## src/rtl/clk_div_ctrl_pkg.sv

```systemverilog
// Shared types and constants for the clk_div_ctrl divider controller.
package clk_div_ctrl_pkg;

  typedef enum logic [1:0] {
    IDLE = 2'd0,
    RUN  = 2'd1,
    PEND = 2'd2,
    STOP = 2'd3
  } state_t;

  localparam int MIN_DIV = 2;

  // A new divisor may only be taken while no change or stop is in flight.
  function automatic logic div_ready(input state_t s);
    return (s == IDLE) || (s == RUN);
  endfunction

endpackage

```

## src/rtl/clk_div_core.sv

```systemverilog
// Period counter and registered clk_out / edge_tick generation for one divisor N.
module clk_div_core #(
  parameter int DIV_W = 8
) (
  input  logic             clk_in,
  input  logic             reset,
  input  logic [DIV_W-1:0] div_n,
  input  logic             count,
  input  logic             restart,
  input  logic             force_idle,
  output logic             wrap,
  output logic             clk_out,
  output logic             edge_tick
);

  logic [DIV_W-1:0] cnt_reg;
  logic [DIV_W-1:0] cnt_next;
  logic [DIV_W-1:0] high_cnt;
  logic             last_cnt;
  logic             clk_out_reg;
  logic             edge_tick_reg;

  // Odd divisors give the extra cycle to the high phase.
  always_comb begin
    high_cnt = div_n - (div_n >> 1);
    last_cnt = (cnt_reg == div_n - DIV_W'(1));
    cnt_next = (restart || last_cnt) ? '0 : cnt_reg + DIV_W'(1);
    wrap     = count && !restart && last_cnt;
  end

  always_ff @(posedge clk_in) begin
    if (reset || force_idle) begin
      cnt_reg       <= '0;
      clk_out_reg   <= 1'b0;
      edge_tick_reg <= 1'b0;
    end else if (count) begin
      cnt_reg       <= cnt_next;
      clk_out_reg   <= (cnt_next < high_cnt);
      edge_tick_reg <= (cnt_next == '0);
    end else begin
      cnt_reg       <= '0;
      clk_out_reg   <= 1'b0;
      edge_tick_reg <= 1'b0;
    end
  end

  assign clk_out   = clk_out_reg;
  assign edge_tick = edge_tick_reg;

endmodule

```

## src/rtl/clk_div_ctrl.sv

```systemverilog
// Programmable clock divider controller: start/stop, boundary-aligned divisor changes.
// Define CLK_DIV_CTRL_ERR_EN to reject divisors below MIN_DIV with a cfg_err pulse.
module clk_div_ctrl
  import clk_div_ctrl_pkg::*;
#(
  parameter int DIV_W       = 8,
  parameter int DEFAULT_DIV = 4
) (
  input  logic             clk_in,
  input  logic             reset,
  input  logic             en,
  input  logic             cfg_valid,
  input  logic [DIV_W-1:0] cfg_div,
  output logic             cfg_ready,
`ifdef CLK_DIV_CTRL_ERR_EN
  output logic             cfg_err,
`endif
  output logic             clk_out,
  output logic             edge_tick,
  output logic [1:0]       state
);

  state_t           state_reg, state_next;
  logic [DIV_W-1:0] div_reg, div_next;
  logic [DIV_W-1:0] pend_div_reg, pend_div_next;
  logic             pend_valid_reg, pend_valid_next;
  logic [DIV_W-1:0] cfg_div_eff;
  logic             cfg_bad;
  logic             hs;
  logic             cfg_take;
  logic             count;
  logic             restart;
  logic             force_idle;
  logic             wrap;

  assign cfg_ready = div_ready(state_reg);
  assign state     = state_reg;
  assign hs        = cfg_valid && cfg_ready;
  assign cfg_bad   = (cfg_div < DIV_W'(MIN_DIV));

`ifdef CLK_DIV_CTRL_ERR_EN
  logic cfg_err_reg;

  // A rejected value is still consumed by the handshake.
  assign cfg_take    = hs && !cfg_bad;
  assign cfg_div_eff = cfg_div;

  always_ff @(posedge clk_in) begin
    if (reset) begin
      cfg_err_reg <= 1'b0;
    end else begin
      cfg_err_reg <= hs && cfg_bad;
    end
  end

  assign cfg_err = cfg_err_reg;
`else
  assign cfg_take    = hs;
  assign cfg_div_eff = cfg_bad ? DIV_W'(MIN_DIV) : cfg_div;
`endif

  always_comb begin
    state_next      = state_reg;
    div_next        = div_reg;
    pend_div_next   = pend_div_reg;
    pend_valid_next = pend_valid_reg;
    count           = 1'b0;
    restart         = 1'b0;
    force_idle      = 1'b0;
    case (state_reg)
      IDLE: begin
        if (cfg_take) div_next = cfg_div_eff;
        if (en) begin
          count      = 1'b1;
          restart    = 1'b1;
          state_next = RUN;
        end
      end
      RUN: begin
        count = 1'b1;
        if (cfg_take) begin
          pend_div_next   = cfg_div_eff;
          pend_valid_next = 1'b1;
          state_next      = PEND;
        end
        if (!en) state_next = STOP;
      end
      PEND: begin
        count = 1'b1;
        // The period starting at this wrap already uses the new divisor.
        if (wrap) begin
          div_next        = pend_div_reg;
          pend_valid_next = 1'b0;
          state_next      = en ? RUN : STOP;
        end else if (!en) begin
          state_next = STOP;
        end
      end
      STOP: begin
        count = 1'b1;
        if (wrap) begin
          force_idle = 1'b1;
          state_next = IDLE;
          if (pend_valid_reg) begin
            div_next        = pend_div_reg;
            pend_valid_next = 1'b0;
          end
        end
      end
      default: state_next = IDLE;
    endcase
  end

  always_ff @(posedge clk_in) begin
    if (reset) begin
      state_reg      <= IDLE;
      div_reg        <= DIV_W'(DEFAULT_DIV);
      pend_div_reg   <= '0;
      pend_valid_reg <= 1'b0;
    end else begin
      state_reg      <= state_next;
      div_reg        <= div_next;
      pend_div_reg   <= pend_div_next;
      pend_valid_reg <= pend_valid_next;
    end
  end

  clk_div_core #(
    .DIV_W(DIV_W)
  ) u_core (
    .clk_in    (clk_in),
    .reset     (reset),
    .div_n     (div_reg),
    .count     (count),
    .restart   (restart),
    .force_idle(force_idle),
    .wrap      (wrap),
    .clk_out   (clk_out),
    .edge_tick (edge_tick)
  );

endmodule

```

## config.mk

```make
export PLATFORM = sky130hd
export DESIGN_NAME = clk_div_ctrl
export DESIGN_NICKNAME = d
export VERILOG_FILES = /design/src/rtl/clk_div_ctrl_pkg.sv /design/src/rtl/clk_div_core.sv /design/src/rtl/clk_div_ctrl.sv
export SDC_FILE = /design/constraint.sdc
export NUM_CORES = 1
export LEC_CHECK = 0
export ABC_CLOCK_PERIOD_IN_PS = 4200
export CORE_MARGIN = 4
export CORE_UTILIZATION = 40
export CTS_CLUSTER_SIZE = 8
export DETAILED_ROUTE_END_ITERATION = 6
export PLACE_DENSITY = 0.54
export RECOVER_POWER = 100
export SYNTH_ARGS = -nofsm -noshare
export SYNTH_HDL_FRONTEND = slang
export SYNTH_SLANG_ARGS = --single-unit
```

## constraint.sdc

```tcl
create_clock -name clk_in -period 4.2 [get_ports clk_in]
set_input_delay 1.05 -clock clk_in [delete_from_list [all_inputs] [get_ports clk_in]]
set_output_delay 1.05 -clock clk_in [all_outputs]
set_load 0.05 [all_outputs]
```

==> results <==
- The width of the die is around 83 um.
- Counting along the longest clock path gives a buffer depth of 2.
- The placer's final routability congestion estimate is 0.799.
- The net count after synthesis is 317.
- The number of filler cells placed in the layout is 545.
- 17 I/O pins were placed.
- The number of antenna violations at the first check in global routing is 0.
- In the final routed layout, each cell accounts on average for 14.0 um.
- The final antenna diode count is 0.
- The cell area after synthesis is 2230 um^2.
- In the synthesized netlist, the number of instances is 276.
- The multi-input combinational cells in the finished layout cover a total of ~1500 um^2.
- The via count of the first global-routing pass came to roughly 1800.
- The number of hold-slack violations in the final timing report was 0.
- The number of setup buffers added after CTS is 0.
- The count of maximum capacitance violations is 0.
- The worst setup path is launched from a flop.
- Global routing used 16.9% of the available tracks across all layers.
- The post-layout net count is between 300 and 400.
- Entering global routing, the biggest net connects 18 pins.
- The minimum period implied by the final worst setup slack is 3280 ps.
- During synthesis, Yosys emitted a total of 0 warnings.
- In this run the standard cell core region covers 5270 um^2.
- The floorplan step set the die height to 82.7 um.
- The setup clock skew after layout is 8.70 ps.
- The headroom to the max-slew limit is 52.7%.
- For this design, the CTS-stage hold fixing added 0 buffers.
- In this run, distinct cell masters in the synthesized netlist total 50.
- The first global-routing pass estimated around 8600 um of wire.
- The largest stage delay on the critical path is between 700 and 800 ps.
- The final global-route overflow total is 0.
- Clock-pin slew was measured on the worst setup and hold paths at 70 ps.
- The HPWL after detailed placement is 3960 um.
- The critical path goes through inv_1 > ha_1 > or2_2 > dlygate4sd3_1.
- The number of levels the H-tree was split into is 2.
- In this run the static leakage power is 1.08 nW.
- A synthesized cell averages just over 8 um^2.
- The power density over the cells is 741 nW/um^2.
- The final critical path takes up 78.0% of the cycle.
- The fraction of registers with async set/reset is 0%.
- Compared with the post-synthesis result, the final layout area differs by 14.1%.
- The number of cell rows is 26.
- After the flow finishes, the layout carries non-filler instances totaling 362.
- The critical path capture point type is a primary output.
- The number of enable flip-flop cells after synthesis is 0.
- On the critical path the largest part of the delay comes from buffers and inverters.
- After detailed routing, the number of remaining DRC violations is 0.
- Setup repair after global routing left no endpoint under its margin.
- The final number of setup-violating endpoints is 0.
- The post-synthesis register bit count is 29.
- The synthesized design devotes to its leading area cell type 26.0% of total area.
- The number of gates given a new drive strength after cts is 0.
- The flow ran to the end, and the final reports show no timing, DRC or antenna violations.
- The type of the setup path with the least slack is reg2out.
- The total CTS buffers is 5.
- The remaining antenna violation count after routing is 0.
- In this run the clock root is driven by a sky130_fd_sc_hd__clkbuf_8.
- The maximum net fanout on the critical path is 9.
- After detailed placement, the design holds a cell count of roughly 350.
- The worst-skew pair later-pin latency is 280 ps.
- The share of cells above drive strength 1 is under 10%.
- Data on the critical path arrives at its endpoint at 2230 ps.
- In the final timing run, aggregate negative setup slack is 0 ps.
- The total via count in the routed design is roughly 1900.
- STA puts the critical path data required time at 3150 ps.
- For this block, the initial DRC count from the detailed router was 47.
- The initial utilization of the core area, before any placement, comes to between 40% and 50%.
- The slew at the pin closest to its max-slew limit is just over 700 ps.
- The sequential cell area is between 500 and 600 um^2.
- Yosys instantiated no cell more often than sky130_fd_sc_hd__nor2_1.
- The share of the Yosys chip area taken by registers is between 20% and 30%.
- In this run the tool buffered the top-level ports with 16 buffer cells.
- The critical path contains buffers and inverters numbering 2 combined.
- For this run, the leading register cell type out of synthesis is sky130_fd_sc_hd__dfxtp_1.
- The worst hold path belongs to the class reg2reg.
- The cell accounting for the most synthesized area is sky130_fd_sc_hd__dfxtp_1.
- The achievable clock frequency is 0.305 GHz.
- TritonCTS built the clock tree.
- The sink count of the clock tree is 29.
- After detailed routing, the number of vias per cell comes to 5.15.
- VDD sags by at most 0.000285 V.
- The area of the die is 6840 um^2.
- After detailed routing, the total wire length is 5050 um.
- Among all stages on the critical path, the largest delay is contributed by sky130_fd_sc_hd__dlygate4sd3_1.
- By count the netlist is led by sky130_fd_sc_hd__nor2_1 (30), sky130_fd_sc_hd__dfxtp_1 (29), sky130_fd_sc_hd__ha_1 (28).
- After synthesis, the cell types taking the most area are sky130_fd_sc_hd__dfxtp_1 (26%), sky130_fd_sc_hd__ha_1 (16%), sky130_fd_sc_hd__xnor2_1 (6.7%).
- The total iterations of the first detailed-routing run is 4.
- The number of slew-limit violations in the final report is 0.
## path summary, 6_finish.rpt
check / start / to / slack, ps / depth (start not counted)
setup / recovery: state[0] / cfg_ready / 920 / 4
setup reg to reg: div_reg[2] / u_core.clk_out / 930 / 13
hold / removal: pend_div_reg[6] / pend_div_reg[6] / 460 / 2
hold reg to reg: pend_div_reg[6] / pend_div_reg[6] / 460 / 2
## metrics by stage
stage	setup slack (ps)	power [mW]	hold WS, ps	util [%]	instance area, um^2
after global placement	1000	1.62	441	46.2	2440
final	923	1.89	456	48.3	2550
after detailed placement	996	1.61	445	46.2	2440
after floorplan	1230	1.34	433	-	2230
after global routing	612	2.08	473	48.3	2550
after CTS	967	1.93	456	48.5	2560
## worst min-delay path, cell delays in order, from the launching register on
cell and delay [ps]:
sky130_fd_sc_hd__dfxtp_1 310, sky130_fd_sc_hd__nand2_1 50, sky130_fd_sc_hd__a21oi_1 50
## metal layers
metal	part of all wire, %	track usage [%]	up-vias
met2	45	27.6	21
met4	2.0	7.03	0
li1	-	-	982
met3	2.4	2.93	9
met1	51	22.0	851
met5	0	0	-
## power breakdown
group | switching, mW | internal [mW] | leakage (nW) | total (mW)
clock network | 0.118 | 0.193 | 0.0574 | 0.311
logic | 0.678 | 0.486 | 0.789 | 1.16
registers | 0.0718 | 0.340 | 0.238 | 0.412
total | 0.869 | 1.02 | 1.08 | 1.89
## cells by family after synthesis
family | after synthesis | share of synthesized area [%]
simple gates | 92 | 20.3
fa+ha+maj | 29 | 16.6
flops | 29 | 26.0
compound gates | 65 | 19.3
mux | 4 | 1.85
xor+xnor | 25 | 9.81
buf+inv | 32 | 6.16
## cell usage in the layout (no fill, tap or decap), types with 2 or more instances in the layout
cell type / n
sky130_fd_sc_hd__nand2b_1: 3
sky130_fd_sc_hd__mux2i_1: 3
sky130_fd_sc_hd__dfxtp_1: 29
sky130_fd_sc_hd__nand3_1: 6
sky130_fd_sc_hd__and2_1: 2
sky130_fd_sc_hd__nand4_1: 2
sky130_fd_sc_hd__clkbuf_8: 6
sky130_fd_sc_hd__o31ai_1: 3
sky130_fd_sc_hd__xor2_1: 8
sky130_fd_sc_hd__o21ai_0: 13
sky130_fd_sc_hd__o311a_1: 3
sky130_fd_sc_hd__a31oi_1: 2
sky130_fd_sc_hd__ha_1: 28
sky130_fd_sc_hd__a21oi_1: 22
sky130_fd_sc_hd__o21bai_1: 2
sky130_fd_sc_hd__and3_1: 4
sky130_fd_sc_hd__a311oi_1: 5
sky130_fd_sc_hd__nor3b_1: 3
sky130_fd_sc_hd__dlygate4sd3_1: 7
sky130_fd_sc_hd__nand2_1: 23
sky130_fd_sc_hd__xnor2_1: 17
sky130_fd_sc_hd__o211ai_1: 3
sky130_fd_sc_hd__or2_2: 2
sky130_fd_sc_hd__nor2_1: 30
sky130_fd_sc_hd__clkdlybuf4s50_1: 9
sky130_fd_sc_hd__inv_1: 23
sky130_fd_sc_hd__a21o_1: 2
sky130_fd_sc_hd__or3_1: 2
sky130_fd_sc_hd__nor3_1: 6
sky130_fd_sc_hd__nor2b_1: 3
sky130_fd_sc_hd__a21boi_0: 2
## cell type report
type	count	share of cell area, %
flip-flops and latches	29	22.8
well taps	70	3.44
inverters	23	3.39
clock buffers	6	3.24
repair buffers	17	6.58
multi-input cells	215	59.1
clock inverters	2	1.47
Power figures use the tool's default switching activity.
==> variant 1, RTL diff (config.mk and constraints unchanged) <==
`DIV_W` is set to 8 in 2 places; all go to 12.
--- a/src/rtl/clk_div_core.sv
+++ b/src/rtl/clk_div_core.sv
@@ -2,3 +2,3 @@
 module clk_div_core #(
-  parameter int DIV_W = 8
+  parameter int DIV_W = 12
 ) (
--- a/src/rtl/clk_div_ctrl.sv
+++ b/src/rtl/clk_div_ctrl.sv
@@ -5,3 +5,3 @@
 #(
-  parameter int DIV_W       = 8,
+  parameter int DIV_W       = 12,
   parameter int DEFAULT_DIV = 4
Ports: changed (resized cfg_div); port bits go from 17 to 21. No check against the original RTL was run, so the function may have changed too.
==> variant 1 against the original RTL <==
- final cell count grew 45%
- die area increased by 44%
- synthesized area is 49% higher
- power increased by 67%
- final area up 44%
- sequential cell count up 12
- highest routed layer unchanged
- worst setup slack worse by 0.39 ns
- routed wire length up 52%
- critical path depth rose by 12
==> variant 1: results (changes against the original RTL) <==
Yosys
  – Fraction of registers with async set/reset: 0% (unchanged)
  – Compound-Gate Fraction of Synth Area: 19.3% (about the same)
  – Top post-synthesis cells by area: dfxtp_1, ha_1, xnor2_1
  – Warning count from the yosys run: 0 (unchanged)
  – Post-Syn Nets: 465 (+47%)
  – Post-synthesis mux area share: 3.01% (+1.2 points)
  – Sequential element share of the synthesized area: 24.7% (-1.3 points)
  – Post-synth cell types: 58 (+16%)
  – Xor/xnor share of the synthesized area: 11.0% (+1.2 points)
  – Post-synth top cells: nor2_1, dfxtp_1, ha_1
  – Post-synthesis adder-cell area fraction: 15.7% (-0.92 points)

STA
  – Final clock skew: 0.0118 ns (+0.00312 ns)
  – Worst Tran Pin Value: 0.808 ns (+0.102 ns)

Route
  – Post-Route WL: 7660 um (+52%)
  – Initial DRC count: 92 (+96%)
  – Pre-antenna DRT Iters: 4 (unchanged)
  – Detailed-route via count: 2788 (+50%)

Worst setup path
  – Critical R2R Launch: div_reg[2]
  – Slowest cell delay on critical path: 0.45 ns (-0.31 ns)
  – Kind of critical path: register to register
  – Slowest-stage cell, CP: o22ai_2
  – Critical path data arrival time: 3.88 ns (+1.65 ns)
  – CP Max Fanout: 14 (+5)

Final layout
  – # diodes: 0 (unchanged)
  – # nets final: 480 (+45%)
  – Layout cells sized above 1: 5.90% (+0.76 points)
  – Number of fillers in the final layout: 787 (+44%)

Global route
  – Vias in the first global route: 2624 (+46%)
  – First-pass GRT wire length: 12800 um (+48%)
  – Largest net degree at the start of global routing: 27 (+9)
  – Total GRT Usage: 15.9% (-1.0 points)
  – Initial antenna violation count: 0 (unchanged)

Clocking
  – CTS Buf Count: 5 (unchanged)
  – Root buf cell: clkbuf_8
  – Clk slew on worst S/H paths: 0.09 ns (+0.02 ns)
  – Max H-tree Level: 2 (unchanged)
  – Post-CTS sizing: 0 (unchanged)
  – Clock latency on the worst-skew pair: 0.30 ns (+0.02 ns)

Power and ir drop
  – Peak supply drop: 0.000285 V (+0.14%)
  – Leak: 1.52 nW (+41%)

Min path
  – HP Start: pend_div_reg[5]
  – Type of the worst min-delay path: register to register

Placed design
  – Post-DP HPWL: 6090 um (+54%)
  – Routability cong.: 0.871 (+9.0%)
  – PortBufs: 20 (+4)
  – Worst slack, placed: 0.527 ns (-0.468 ns)

Status
  – Status: finished, final reports clean
## variant 1: cell count changes after synthesis, sizes merged, moves of 4 or more
cell | unedited run | this run
nor2 | 30 | 50
a21oi | 22 | 37
dfxtp | 29 | 41
ha | 28 | 40
xnor2 | 17 | 29
inv | 23 | 33
nand4 | 2 | 11
nand2 | 23 | 31
mux2i | 3 | 10
nand3 | 6 | 13
a311oi | 5 | 10
clkbuf | 5 | 9
## variant 1: worst paths after layout
check	endpoint	slack (ns)	cells after the start
max	u_core.clk_out	0.54	16
min	pend_div_reg[5]	0.46	2
max reg2reg	u_core.clk_out	0.54	16
min reg2reg	pend_div_reg[5]	0.46	2
## variant 1: cell families after synthesis
family                     Yosys count
DFF                                 41
buffers and inverters               48
AOI/OAI and AO/OA                   90
muxes                               10
and+or+nand+nor                    138
xor gates and xnor gates            40
adders and majority gates           41
## variant 1: power breakdown
part	leakage, nW	total (mW)	internal (mW)	switching [mW]
Clock	0.0554	0.328	0.179	0.149
Sequential	0.335	0.598	0.482	0.116
Combinational	1.13	2.23	0.956	1.27
Total	1.52	3.16	1.62	1.54
## variant 1: critical path: cells and delay by family, from the launching register on
kind                     cells  cell delay (ns)
XOR/XNOR                     1             0.28
AND/OR/NAND/NOR              6             1.02
adder cells (fa/ha/maj)      2             0.63
flip-flops                   1             0.33
AO/OA/AOI/OAI                6             1.13
buffers and inverters        1             0.17
## variant 1: cell type report
cell class | count | area share (%)
multi-input cells | 319 | 61.8
repair buffers | 23 | 6.05
flip-flops and latches | 41 | 22.3
inverters | 33 | 3.37
well taps | 102 | 3.47
clock buffers | 6 | 1.97
clock inverters | 2 | 1.05
## variant 1: layer usage
metal	share of wire [%]	vias to the layer above	GRT usage [%]
met5	0	-	0
met1	51	1284	22.5
li1	-	1460	-
met3	2.7	8	2.45
met4	0.91	0	4.41
met2	45	36	25.1
## variant 1: metrics by stage
step | power (mW) | area [um^2] | instances | hold slack [ns]
finish | 3.16 | 3680 | 526 | 0.458
global route | 3.51 | 3680 | 526 | 0.477
CTS | 3.21 | 3710 | 526 | 0.459
detailed placement | 2.87 | 3600 | 518 | 0.446
global placement | 2.85 | 3600 | 518 | 0.441
floorplan | 2.40 | 3320 | 408 | 0.436
==> variant 2, RTL diff (config.mk and constraints unchanged) <==
Made on the original files. Add an input register stage for `cfg_valid`; this delays it by one clock. The other inputs are not delayed to match.
--- a/src/rtl/clk_div_ctrl.sv
+++ b/src/rtl/clk_div_ctrl.sv
@@ -22,2 +22,8 @@
 
+  logic cfg_valid_q;
+
+  always_ff @(posedge clk_in) begin
+    cfg_valid_q <= cfg_valid;
+  end
+
   state_t           state_reg, state_next;
@@ -37,3 +43,3 @@
   assign state     = state_reg;
-  assign hs        = cfg_valid && cfg_ready;
+  assign hs        = cfg_valid_q && cfg_ready;
   assign cfg_bad   = (cfg_div < DIV_W'(MIN_DIV));
Function: changed (a bounded check fails within 4 cycles, from zero or initial values and one cycle with reset high).
==> variant 2 against the original RTL <==
- the flow now finishes with violations (capacitance limit)
- worst hold slack lost 0.0011 ns
- synthesized area shrank 5.3%
- critical path depth grew 4
- worst setup slack lost 0.28 ns
- routed wire length shrank 11%
- final area shrank 6.4%
- via count shrank 9.4%
- sequential cell count grew 1
Power is not compared: it rests on default switching activity, and its combinational part moved more than twofold at a synthesized area within 25%.
==> variant 2: results (changes against the original RTL) <==
Yosys
  – Synth top area share: 28.4% (+2.4 points)
  – Post-Syn Nets: 288 (-9.1%)
  – Post-synth top cells: dfxtp_1, nor2_1, ha_1
  – Post-synth cell types: 46 (-8.0%)
  – Top post-synthesis cells by area: dfxtp_1, ha_1, xnor2_1
  – Fraction of registers with async set/reset: 0% (unchanged)
  – Warning count from the yosys run: 0 (unchanged)
  – Sequential element share of the synthesized area: 28.4% (+2.4 points)

Route
  – Met1 wire length: 2260 um (-12%)
  – Initial DRC count: 48 (+2.1%)
  – Pre-antenna DRT Iters: 4 (unchanged)
  – Met3 wire length: 121 um (-1.6%)
  – Met2 wire len: 2090 um (-8.2%)
  – Via density per instance: 5.04 (-2.1%)
  – DR top layer: met4
  – Post-Route WL: 4520 um (-11%)

Clocking
  – Postcts setup bufs: 0 (unchanged)
  – Max H-tree Level: 2 (unchanged)
  – CTS Buf Count: 5 (unchanged)
  – Root buf cell: clkbuf_8
  – Clk slew on worst S/H paths: 0.07 ns (about the same)
  – CTS Buffer Depth: 2 (unchanged)
  – Post-CTS sizing: 0 (unchanged)
  – Clock latency on the worst-skew pair: 0.28 ns (about the same)

Placed design
  – Post-DP HPWL: 3610 um (-8.8%)
  – Placed cell areas: 0.00233 mm^2 (-4.5%)
  – Routability cong.: 0.832 (+4.1%)
  – PortBufs: 16 (unchanged)
  – Worst slack, placed: 0.594 ns (-0.401 ns)

Final layout
  – Layout cells sized above 1: 4.15% (-0.99 points)
  – # diodes: 0 (unchanged)
  – # nets final: 301 (-9.3%)

Global route
  – Total GRT Usage: 15.9% (-1.0 points)
  – Initial antenna violation count: 0 (unchanged)
  – Vias in the first global route: 1682 (-6.7%)
  – Grt met3 use: 3.36% (+0.43 points)
  – Met2 Use GR: 26.2% (-1.4 points)
  – Largest net degree at the start of global routing: 25 (+7)
  – First-pass GRT wire length: 7870 um (-9.0%)
  – Met1 Usage GRT: 20.3% (-1.7 points)

Status
  – Status: finished, violations left
  – Failing checks: capacitance limit

Power and ir drop
  – Peak supply drop: approximately 0.00017 V
  – Net switching power: 0.284 mW
  – Leak: 0.969 nW

Worst setup path
  – Slowest-stage cell, CP: nor4_1
  – Slowest cell delay on critical path: 1.20 ns (+0.44 ns)
  – Critical path data arrival time: 3.73 ns (+1.50 ns)
  – Top delay family on crit path: simple AND/OR/NAND/NOR gates
  – CP Max Fanout: 8 (-1)

Min path
  – Type of the worst min-delay path: register to register

STA
  – Final clock skew: 0.00725 ns (-0.00145 ns)
  – Slew HR: 1.37% (-51 points)
  – Final Hold Fails: 0 (unchanged)

Run
  – Max-cap violations: 1 (+1)
-- variant 2: cell count changes after synthesis, sizes merged, moves of 6 or more --
cell    delta
nand2      -6
a211oi     +9
o21ai      -8
inv        -7
-- variant 2: worst paths after layout --
check | from | end | slack (ns) | cells past startpoint
min | pend_div_reg[3] | pend_div_reg[3] | 0.45 | 2
max reg2reg | div_reg[5] | div_reg[0] | 0.64 | 8
min reg2reg | pend_div_reg[3] | pend_div_reg[3] | 0.45 | 2
max | div_reg[5] | div_reg[0] | 0.64 | 8
-- variant 2: final cells by class --
cell class	instances	area [um^2]
multi-input cells	194	1390
inverters	17	63.8
fillers	519	2720
flip-flops and latches	30	601
well taps	70	87.6
clock buffers	7	76.3
repair buffers	17	168
-- variant 2: power by group through the flow --
stage               clock [mW]  sequential (mW)  combinational [mW]
floorplan                    0            0.337               0.221
global placement             0            0.327               0.304
detailed placement           0            0.328               0.304
CTS                      0.224            0.321               0.306
global route             0.237            0.324               0.337
finish                   0.218            0.321               0.295
-- variant 2: per-stage QoR --
stage / instances / hold slack [ns] / util [%]
CTS: 335 / 0.458 / 47.0
global route: 335 / 0.480 / 46.7
global placement: 328 / 0.443 / 45.5
finish: 335 / 0.455 / 46.7
detailed placement: 328 / 0.449 / 45.5
floorplan: 252 / 0.432 / -
-- variant 2: worst register-to-register path: stages, from the launching register on --
cell,delay (ns)
dfxtp_1,0.37
inv_1,0.13
ha_1,0.20
a21boi_0,0.13
or3_1,0.31
a2111o_1,0.45
nor4_1,1.20
nor2_2,0.25
mux2_1,0.40
-- variant 2: cell families after synthesis --
kind of cell    after synthesis  share of synthesized area, %
simple gates                 82                          20.1
fa+ha+maj                    24                          14.6
buf+inv                      28                          5.03
compound gates               57                          18.3
mux                           8                          4.09
flops                        30                          28.4
xor+xnor                     23                          9.53
